## src/rtl/ysyx_22050710_inst_queue.sv

```systemverilog
// Instruction queue between fetch and decode: a DEPTH-entry circular FIFO of
// (pc, inst) pairs with a valid/ready handshake on each side and a redirect flush.
module ysyx_22050710_inst_queue #(
   parameter int unsigned INST_WIDTH = 32,
   parameter int unsigned DATA_WIDTH = 64,
   parameter int unsigned DEPTH      = 4
) (
   input  logic                      i_clk,
   input  logic                      i_rst,
   input  logic                      i_in_valid,
   output logic                      o_in_ready,
   input  logic [DATA_WIDTH-1:0]     i_in_pc,
   input  logic [INST_WIDTH-1:0]     i_in_inst,
   output logic                      o_out_valid,
   input  logic                      i_out_ready,
   output logic [DATA_WIDTH-1:0]     o_out_pc,
   output logic [INST_WIDTH-1:0]     o_out_inst,
   input  logic                      i_flush,
   output logic [$clog2(DEPTH):0]    o_count
);

   localparam int unsigned PTR_W = $clog2(DEPTH);
   localparam int unsigned CNT_W = PTR_W + 1;

   logic [DATA_WIDTH-1:0] pc_mem   [DEPTH];
   logic [INST_WIDTH-1:0] inst_mem [DEPTH];
   logic [PTR_W-1:0]      wr_ptr;
   logic [PTR_W-1:0]      rd_ptr;
   logic [CNT_W-1:0]      count;
   logic                  push_c;
   logic                  pop_c;

   // Handshake status decodes registered occupancy only; no input feeds an output.
   assign o_in_ready  = (count != CNT_W'(DEPTH));
   assign o_out_valid = (count != '0);
   assign o_out_pc    = pc_mem[rd_ptr];
   assign o_out_inst  = inst_mem[rd_ptr];
   assign o_count     = count;

   always_comb begin
      push_c = i_in_valid && o_in_ready;
      pop_c  = o_out_valid && i_out_ready;
   end

   // Pointer and occupancy state; flush drops any same-cycle push or pop.
   always_ff @(posedge i_clk) begin
      if (!i_rst) begin
         wr_ptr <= '0;
         rd_ptr <= '0;
         count  <= '0;
      end else if (i_flush) begin
         wr_ptr <= '0;
         rd_ptr <= '0;
         count  <= '0;
      end else begin
         if (push_c) wr_ptr <= wr_ptr + PTR_W'(1);
         if (pop_c)  rd_ptr <= rd_ptr + PTR_W'(1);
         case ({push_c, pop_c})
            2'b10:   count <= count + CNT_W'(1);
            2'b01:   count <= count - CNT_W'(1);
            default: count <= count;
         endcase
      end
   end

   // Storage is cleared only by reset; flush leaves stale data behind the pointers.
   always_ff @(posedge i_clk) begin
      if (!i_rst) begin
         for (int i = 0; i < int'(DEPTH); i++) begin
            pc_mem[i]   <= '0;
            inst_mem[i] <= '0;
         end
      end else if (push_c && !i_flush) begin
         pc_mem[wr_ptr]   <= i_in_pc;
         inst_mem[wr_ptr] <= i_in_inst;
      end
   end

endmodule
```

## config.mk

```make
export PLATFORM = sky130hd
export DESIGN_NAME = ysyx_22050710_inst_queue
export DESIGN_NICKNAME = d
export VERILOG_FILES = /design/src/rtl/ysyx_22050710_inst_queue.sv
export SDC_FILE = /design/constraint.sdc
export NUM_CORES = 1
export LEC_CHECK = 0
export BUFFER_PORTS_ARGS = -buffer_cell sky130_fd_sc_hd__buf_2
export CAP_MARGIN = 25
export CORE_ASPECT_RATIO = 1.1
export CORE_UTILIZATION = 40
export DETAILED_ROUTE_END_ITERATION = 8
export GPL_ROUTABILITY_DRIVEN = 1
export MAX_ROUTING_LAYER = met4
export PLACE_DENSITY = 0.65
export SYNTH_ARGS = -nofsm -noshare
export SYNTH_HDL_FRONTEND = slang
export SYNTH_SLANG_ARGS = --single-unit
```

## constraint.sdc

```tcl
create_clock -name i_clk -period 9.7 [get_ports i_clk]
set_input_delay 0.485 -clock i_clk [delete_from_list [all_inputs] [get_ports i_clk]]
set_output_delay 0.485 -clock i_clk [all_outputs]
set_load 0.02 [all_outputs]
```

==> results of run 1 <==
worst max-delay path: stages (launching register included):
cell and delay (ns):
dfxtp_4 0.61, buf_4 0.77, mux4_2 0.66, buf_2 0.19
cells by family after synthesis:
family	count (synthesis)
flops	393
fa+ha+maj	2
simple gates	408
compound gates	9
mux	96
buf+inv	68
xor+xnor	4
power by group through the flow:
stage | Combinational (uW) | Sequential [uW] | Clock [uW]
2_1_floorplan | 143 | 2010 | 0
3_3_place_gp | 243 | 2000 | 0
3_5_place_dp | 249 | 2010 | 0
4_1_cts | 250 | 1970 | 1600
5_1_grt | 268 | 1980 | 1660
6_report | 248 | 1970 | 1560
path summary, 6_finish.rpt:
path	slack, ns	cells after the start	to	start
setup / recovery	6.35	3	o_out_pc[56]	flop
hold / removal	0.24	2	pc_mem[1][26]$_SDFFCE_PN0P_	i_in_pc[26]
setup reg to reg	6.44	7	pc_mem[0][1]$_SDFFCE_PN0P_	o_count[1]$_SDFFE_PP0P_
hold reg to reg	0.55	2	rd_ptr[0]$_SDFFE_PP0P_	rd_ptr[0]$_SDFFE_PP0P_
through the flow:
stage | setup WS, ns | hold WS, ns | utilization [%]
3_5_place_dp | 5.62 | 0.525 | 44.7
2_1_floorplan | 0.941 | 0.485 | -
5_1_grt | 6.11 | 0.234 | 48.3
4_1_cts | 5.91 | 0.213 | 48.0
3_3_place_gp | 5.66 | 0.515 | 44.4
6_report | 6.35 | 0.241 | 48.3
area by class of cell:
cell class,count,area (um2)
tap,560,701
sequential,393,11700
inverter,5,18.8
multi-input combinational,519,4920
clock inverter,15,101
antenna,10,25.0
clock buffer,62,1260
fill,3607,21500
timing repair buffer,221,1320
per-layer routing:
| layer | wire length (um) | share of wire (%) | track usage [%] |
|---|---|---|---|
| met5 | 0 | 0 | - |
| met1 | 16000 | 44 | 23.4 |
| met4 | 569 | 1.5 | 4.42 |
| met2 | 17800 | 48 | 28.3 |
| met3 | 2350 | 6.4 | 3.85 |
sequential cells by signal, indices dropped and copies added (netlist names), named ones only:
name      count
inst_mem    128
wr_ptr        2
o_count       3
rd_ptr        2
pc_mem      256
cell usage in the layout, fill, tap and decap left out, drive strengths merged:
master and count:
o211ai 1, nand3b 1, inv 5, nor4b 1, dfxtp 9, nor3b 1, clkinvlp 2, o21ai 2
buf 221, fa 1, edfxtp 384, xor2 3, clkbuf 62, nor2 7, or3 3, nor4 2
diode 10, xnor2 1, nand2b 5, a21oi 3, o31ai 1, o31a 1, mux4 96, o311ai 1
nand2 3, clkinv 12, nor2b 1, bufinv 1, ha 1, and2 384
==> impl_metrics.toml, run 1 <==
[status]
status = "completed"

[cts]
cts_buffers = 42
cts_resized = 0
htree_num_levels = 2
path_clk_slew_ns = 0.06
cts_tree = "built"
clkLatencyLatePin_ns = 0.55
clockBufferDepth = 3
cts_root_buf = "clkbuf_16"
cts_num_sinks = 393
postCtsSetupBuffers = 0
postCtsHoldBufs = 0

[setup_path]
path_class = "reg2out"
critPathRequiredTime_ns = 9.22
arrival_ns = 2.87
end_kind = "output port"
cp_max_fo = 45
startpoint_type = "flop"

[logic_synthesis]
synth_top_area_share_pct = 68.0
syn-cell-area_um2 = 17000
synth_mux_area_share_pct = 12.7
yosysTopAreaCell = "edfxtp_1"
synthFlopType = "edfxtp_1"
synth-simple-area-share_pct = 15.3
ys_ff_latch = 393
synthArstFlopShare_pct = 0
synth_area_per_cell_um2 = 17.3
yosysSeqAreaShare_pct = 69.0
netlist_top_cells_count = "and2_1 (384), edfxtp_1 (384), mux4_2 (96), clkbuf_1 (23), buf_2 (15)"
yosys_warnings = 0
synth_xor_xnor_area_share_pct = 0.207
syn_nets = 1083
synth_compound_area_share_pct = 0.339
synth_top_family_by_area = "simple AND/OR/NAND/NOR gates"
synth.area.top_cells = "edfxtp_1 (68%), and2_1 (14%), mux4_2 (13%)"
synthCells = 980
synth_edf_count = 384
synth_fa_ha_area_share_pct = 0.192
synth_cell_types = 31

[floorplan]
die_area_um2 = 43200
rows = 78
die_w_um = 198
start_util_pct = 40.8
coreArea_um2 = 41600
die-height_um = 218
io_pins = 202

[global_route]
grt_pass1_wl_mm = 55.2
antenna_found_initial = 11
grt_use_total_pct = 17.8
grt_pass1_vias = 9280
grt_max_degree = 98
overflow = 0

[power_and_ir_drop]
clockPowerShare_pct = 41.4
seqPwrFrac_pct = 52.1
intPower_uw = 2970
power_switching_uw = 812
p_sw_share_pct = 21.5
leakage_uw = 0.00743
power_density_nw_per_um2 = 188
finalPower_uw = 3780
power_frac_comb_pct = 6.6
peakVddDrop_mv = 0.107

[final_layout]
syn_to_final_growth_pct = 18.3
finalNonFillerCells = 1785
design_area_um2 = 20100
drive_above_1_share_pct = 32.1
fin_nets = 1285

[placed_design]
dp.cells = 1695
place_congestion = 0.766
io_buffers = 201
dpl_cell_area_um2 = 18600
dpl.hpwl_mm = 20.5

[sta]
finClkSkew_ns = 0.0264
setup_tns_ns = 0
slew_headroom_pct = 33.4
hold_violations = 0
slew_viol_final = 0
post-route-period-util_pct = 34.6
max_slew.worst_pin.slew_ns = 0.999
rsz0062_at_grt = "no"
fmax_ghz = 0.298
finalSetupViolations = 0
fin_crit_ns = 3.35

[drt]
antenna_left = 0
wl_mm = 36.8
wl_per_cell_um = 20.6
drtIter0Drc = 474
vias = 8810
drt_first_pass_iters = 4
drcViolationCount = 0
via_per_inst = 4.94

[min_path]
hold_class = "in2reg"

[job]
max-cap-violations = 0
No activity file was read; power rests on OpenSTA's default activity.
==> run 2, diff against run 1 <==
clock period = 3.5 ns   (was 9.7 ns; I/O delays follow)
==> run 2 against run 1 <==
  * Sequential power rose to 2.8 times the previous value
  * Cell count grew 5.3%
  * Sequential share of layout area is 2.6 points lower
  * Worst hold slack worse by 0.22 ns
  * Combinational power grew to 3.1 times the previous value
  * First-iteration DRC count increased by 5.7%
  * Non-clock buffer count grew 97
  * Highest routed layer unchanged
  * Critical endpoint is now o_out_inst[22]
==> impl_metrics.toml, run 2 (same netlist as run 1, synthesis figures left out) <==
[placed_design]
dpl.hpwl_mm = 21.1
io_buffers = 201
place_congestion = 0.731
dpl_cell_area_um2 = 18600

[floorplan]
start_util_pct = 40.8
coreArea_um2 = 41600
die_w_um = 198
io_pins = 202
rows = 78
die_area_um2 = 43200
die-height_um = 218

[power_and_ir_drop]
peakVddDrop_mv = 0.291
leakage_uw = 0.00783
power_density_nw_per_um2 = 508

[drt]
drtIter0Drc = 501
antenna_left = 0
drcViolationCount = 0
via_per_inst = 4.93
drt_first_pass_iters = 5
wl_mm = 37.9
vias = 9268
wl_per_cell_um = 20.2

[setup_path]
startpoint_type = "flop"
path_class = "reg2out"
critPathRequiredTime_ns = 3.32
cp_max_fo = 17
r2r_slack_ns = 1.04
arrival_ns = 2.35
end_kind = "output port"

[sta]
rsz0062_at_grt = "no"
post-route-period-util_pct = 72.1
fin_crit_ns = 2.52
finClkSkew_ns = 0.0242
slew_viol_final = 0
hold_violations = 0
slew_headroom_pct = 35.5
max_slew.worst_pin.slew_ns = 0.968
fmax_ghz = 0.397
finalSetupViolations = 0

[final_layout]
largest_reg_flops = 256
layout.cells.most_common_list = "and2_1 (384), edfxtp_1 (384), buf_2 (201), dlygate4sd3_1 (97), mux4_2 (96)"
largest-register = "pc_mem"
final_util_pct = 50.6
drive_above_1_share_pct = 30.3
syn_to_final_growth_pct = 23.9
design_area_um2 = 21000
fin_nets = 1383

[global_route]
grt_max_degree = 97
grt_pass1_wl_mm = 57.3
grt_pass1_vias = 9833
overflow = 0
antenna_found_initial = 5
grt_use_total_pct = 18.4

[cts]
cts_root_buf = "clkbuf_16"
clkLatencyLatePin_ns = 0.55
cts_buffers = 43
cts_num_sinks = 393
path_clk_slew_ns = 0.06
cts_tree = "built"
cts_resized = 0
htree_num_levels = 2
clockBufferDepth = 3

[job]
max-cap-violations = 0

[status]
status = "completed"

[min_path]
hold_class = "in2reg"
==> run 2: changes by cell type in the layout (fill, tap and decap cells not counted), moves of 3 or more <==
cell	change
dfxtp_1	-3
diode_2	-5
buf_12	+8
clkinv_2	+5
bufinv_16	+4
clkbuf_8	-7
dlygate4sd3_1	+97
inv_6	+3
buf_16	-7
==> run 2: final timing paths <==
path	from	endpoint	cells after the start
hold reg to reg	rd_ptr[1]$_SDFFE_PP0P_	rd_ptr[1]$_SDFFE_PP0P_	2
setup reg to reg	o_count[0]$_SDFFE_PP0P_	inst_mem[0][5]$_SDFFCE_PN0P_	5
setup / recovery	flop	o_out_inst[22]	3
hold / removal	i_in_valid	wr_ptr[0]$_SDFFE_PP0P_	4
==> run 2: area by class of cell <==
cell class | count | area [um2]
tap | 560 | 701
sequential | 393 | 11700
clock inverter | 27 | 278
multi-input combinational | 519 | 4930
antenna | 5 | 12.5
timing repair buffer | 318 | 2250
fill | 3542 | 20600
inverter | 5 | 18.8
clock buffer | 53 | 1110
==> run 2: repair_timing <==
item	CTS	global route
hold endpoints to repair	385	0
buffers inserted	0	0
hold buffers	97	0
==> run 2: critical path: stages, from the launching register on <==
cell and delay (ns):
dfxtp_4 0.58, buf_4 0.42, mux4_2 0.61, buf_2 0.19
==> run 2: where the power goes <==
group	switching (uW)	leakage, uW	internal (uW)	total (uW)
clock	1810	0.000681	2650	4460
combinational	441	0.00317	332	772
sequential	60.0	0.00399	5390	5450
==> run 2: metrics by stage <==
step                      setup TNS, ns  setup slack, ns  power, uW  instances  hold slack (ns)
final                                 0            0.978      10700       1880           0.0238
after global routing                  0            0.825      11000       1879           0.0298
after global placement                0            0.984       6230       1697            0.482
after CTS                             0            0.883      10800       1875         0.000432
after floorplan                  -13.67           -0.142       5940        980            0.373
after detailed placement              0            0.972       6250       1698            0.485
==> run 2: routing by layer <==
layer / track usage [%] / routed length, um / vias to the layer above
met2: 29.2 / 18300 / 267
met4: 4.37 / 628 / 0
met1: 24.1 / 16400 / 4711
met3: 4.10 / 2580 / 46
li1: - / - / 4244
met5: - / 0 / -
==> run 3, diff against run 2 <==
clock period = 2.5 ns   (was 3.5 ns; I/O delays follow)
==> run 3 against run 2 <==
  * Sequential share of layout area up 0.066 points
  * Sequential cell count unchanged
  * Global-route usage down 0.19 points
  * Wire length down 2.2%
  * Count of clock-buffer cells in the layout up 3
  * Largest cell class unchanged
  * Largest power group unchanged
  * Highest routed layer unchanged
==> impl_metrics.toml, run 3 (same netlist as run 1, synthesis figures left out) <==
[cts]
htree_num_levels = 2
cts_tree = "built"
clockBufferDepth = 3
cts_buffers = 41
path_clk_slew_ns = 0.06
cts_root_buf = "clkbuf_16"
postCtsSetupBuffers = 0
cts_num_sinks = 393
clkLatencyLatePin_ns = 0.54

[final_layout]
fin_nets = 1385
layout.cells.most_common_list = "and2_1 (384), edfxtp_1 (384), buf_2 (201), dlygate4sd3_1 (98), mux4_2 (96)"
drive_above_1_share_pct = 29.7
largest_reg_flops = 256
largest-register = "pc_mem"
design_area_um2 = 21000
syn_to_final_growth_pct = 23.8
final_util_pct = 50.5
fill_cells = 3565

[placed_design]
pre_cts_slack_ns = 0.401
io_buffers = 201
dpl.hpwl_mm = 20.3
dpl_cell_area_um2 = 18700
place_congestion = 0.722

[setup_path]
end_kind = "output port"
r2r_slack_ns = 0.42
cpPeakStageDelay_ns = 0.60
cp_num_cells = 3
cp_max_fo = 30
critPathRequiredTime_ns = 2.38
critical_path_buf_inv_count = 2
r2r_start = "o_count[2]$_SDFFE_PP0P_"
path_class = "reg2out"
cp_cell_sequence = "buf_12, mux4_2, buf_2"
ff2ff_path_depth = 5
crit_path_end = "o_out_pc[40]"
timing.rr.end = "pc_mem[1][44]$_SDFFCE_PN0P_"
slowest_stage = "mux4_2"
startpoint_type = "flop"
arrival_ns = 2.20
path_delay_family = "multiplexers"

[status]
status = "completed"

[job]
max-cap-violations = 0

[global_route]
antenna_found_initial = 4
grt_max_degree = 98
grt_pass1_vias = 9946
overflow = 0
grt_pass1_wl_mm = 56.9
grt_use_total_pct = 18.2

[drt]
drcViolationCount = 0
wl_mm = 37.1
drt_first_pass_iters = 4
vias = 9190
via_per_inst = 4.90
wl_per_cell_um = 19.8
antenna_left = 0
drtIter0Drc = 501

[sta]
finClkSkew_ns = 0.0104
slew_headroom_pct = 54.6
fmax_ghz = 0.430
fin_ws_ns = 0.172
max_slew.worst_pin.slew_ns = 0.682
finalSetupViolations = 0
hold_violations = 0
rsz0062_at_grt = "no"
fin_crit_ns = 2.33
slew_viol_final = 0
post-route-period-util_pct = 93.1

[min_path]
hold_class = "in2reg"
holdPathStages = 4

[floorplan]
die_area_um2 = 43200
io_pins = 202
die-height_um = 218
coreArea_um2 = 41600
start_util_pct = 40.8
rows = 78
die_w_um = 198

[power_and_ir_drop]
leakage_uw = 0.00780
power_density_nw_per_um2 = 694
peakVddDrop_mv = 0.415
-- run 3: cell types whose count changed in the layout (fill, tap and decap cells not counted), sizes merged --
cell and delta:
dlygate4sd3 +1, clkinv -6, bufinv -2, diode +1
inv -3, clkbuf +3, buf +3
-- run 3: layout make-up --
type / count / area (um2) / share of cell area (%)
antenna: 6 / 15.0 / 0.0715
clock buffer: 56 / 1110 / 5.30
clock inverter: 16 / 151 / 0.721
inverter: 5 / 18.8 / 0.0894
multi-input combinational: 519 / 4930 / 23.5
sequential: 393 / 11700 / 55.8
tap: 560 / 701 / 3.34
timing repair buffer: 322 / 2350 / 11.2
-- run 3: worst register-to-register path: cells and delay by family (launching register included) --
family                 cells  cell delay, ns
and+or+nand+nor            3            0.91
DFF                        1            0.36
buffers and inverters      2            0.46
-- run 3: through the flow --
stage / power [uW] / instances / hold slack, ns / TNS [ns]
floorplan: 8310 / 980 / 0.323 / -109.67
global placement: 8740 / 1701 / 0.431 / 0
detailed placement: 8770 / 1701 / 0.436 / 0
CTS: 14700 / 1871 / 0.0145 / 0
global route: 15100 / 1875 / 0.0806 / 0
finish: 14600 / 1877 / 0.0563 / 0
-- run 3: worst min path at each step --
stage	startpoint	to	slack, ns
floorplan	i_in_inst[0]	inst_mem[0][0]$_SDFFCE_PN0P_	0.32
global route	i_out_ready	flop	0.08
CTS	i_out_ready	rd_ptr[0]$_SDFFE_PP0P_	0.01
global placement	i_in_pc[46]	pc_mem[2][46]$_SDFFCE_PN0P_	0.43
detailed placement	i_in_pc[0]	pc_mem[2][0]$_SDFFCE_PN0P_	0.44
finish	i_out_ready	rd_ptr[0]$_SDFFE_PP0P_	0.06
-- run 3: what timing repair did --
item                                   4_1_cts  5_1_grt
endpoints found under the hold margin      386        0
hold buffers                                98        0
resized for setup                            0        0
-- run 3: routing by layer --
layer,vias up,part of all wire (%),GRT usage [%]
met4,0,1.7,5.25
li1,4241,-,-
met3,48,5.4,3.37
met2,231,49,29.9
met5,-,0,-
met1,4670,44,23.1
-- run 3: power breakdown --
| part | internal (uW) | leakage [uW] | switching [uW] |
|---|---|---|---|
| Clock | 3410 | 0.000610 | 2430 |
| Combinational | 481 | 0.00321 | 610 |
| Sequential | 7550 | 0.00399 | 82.9 |
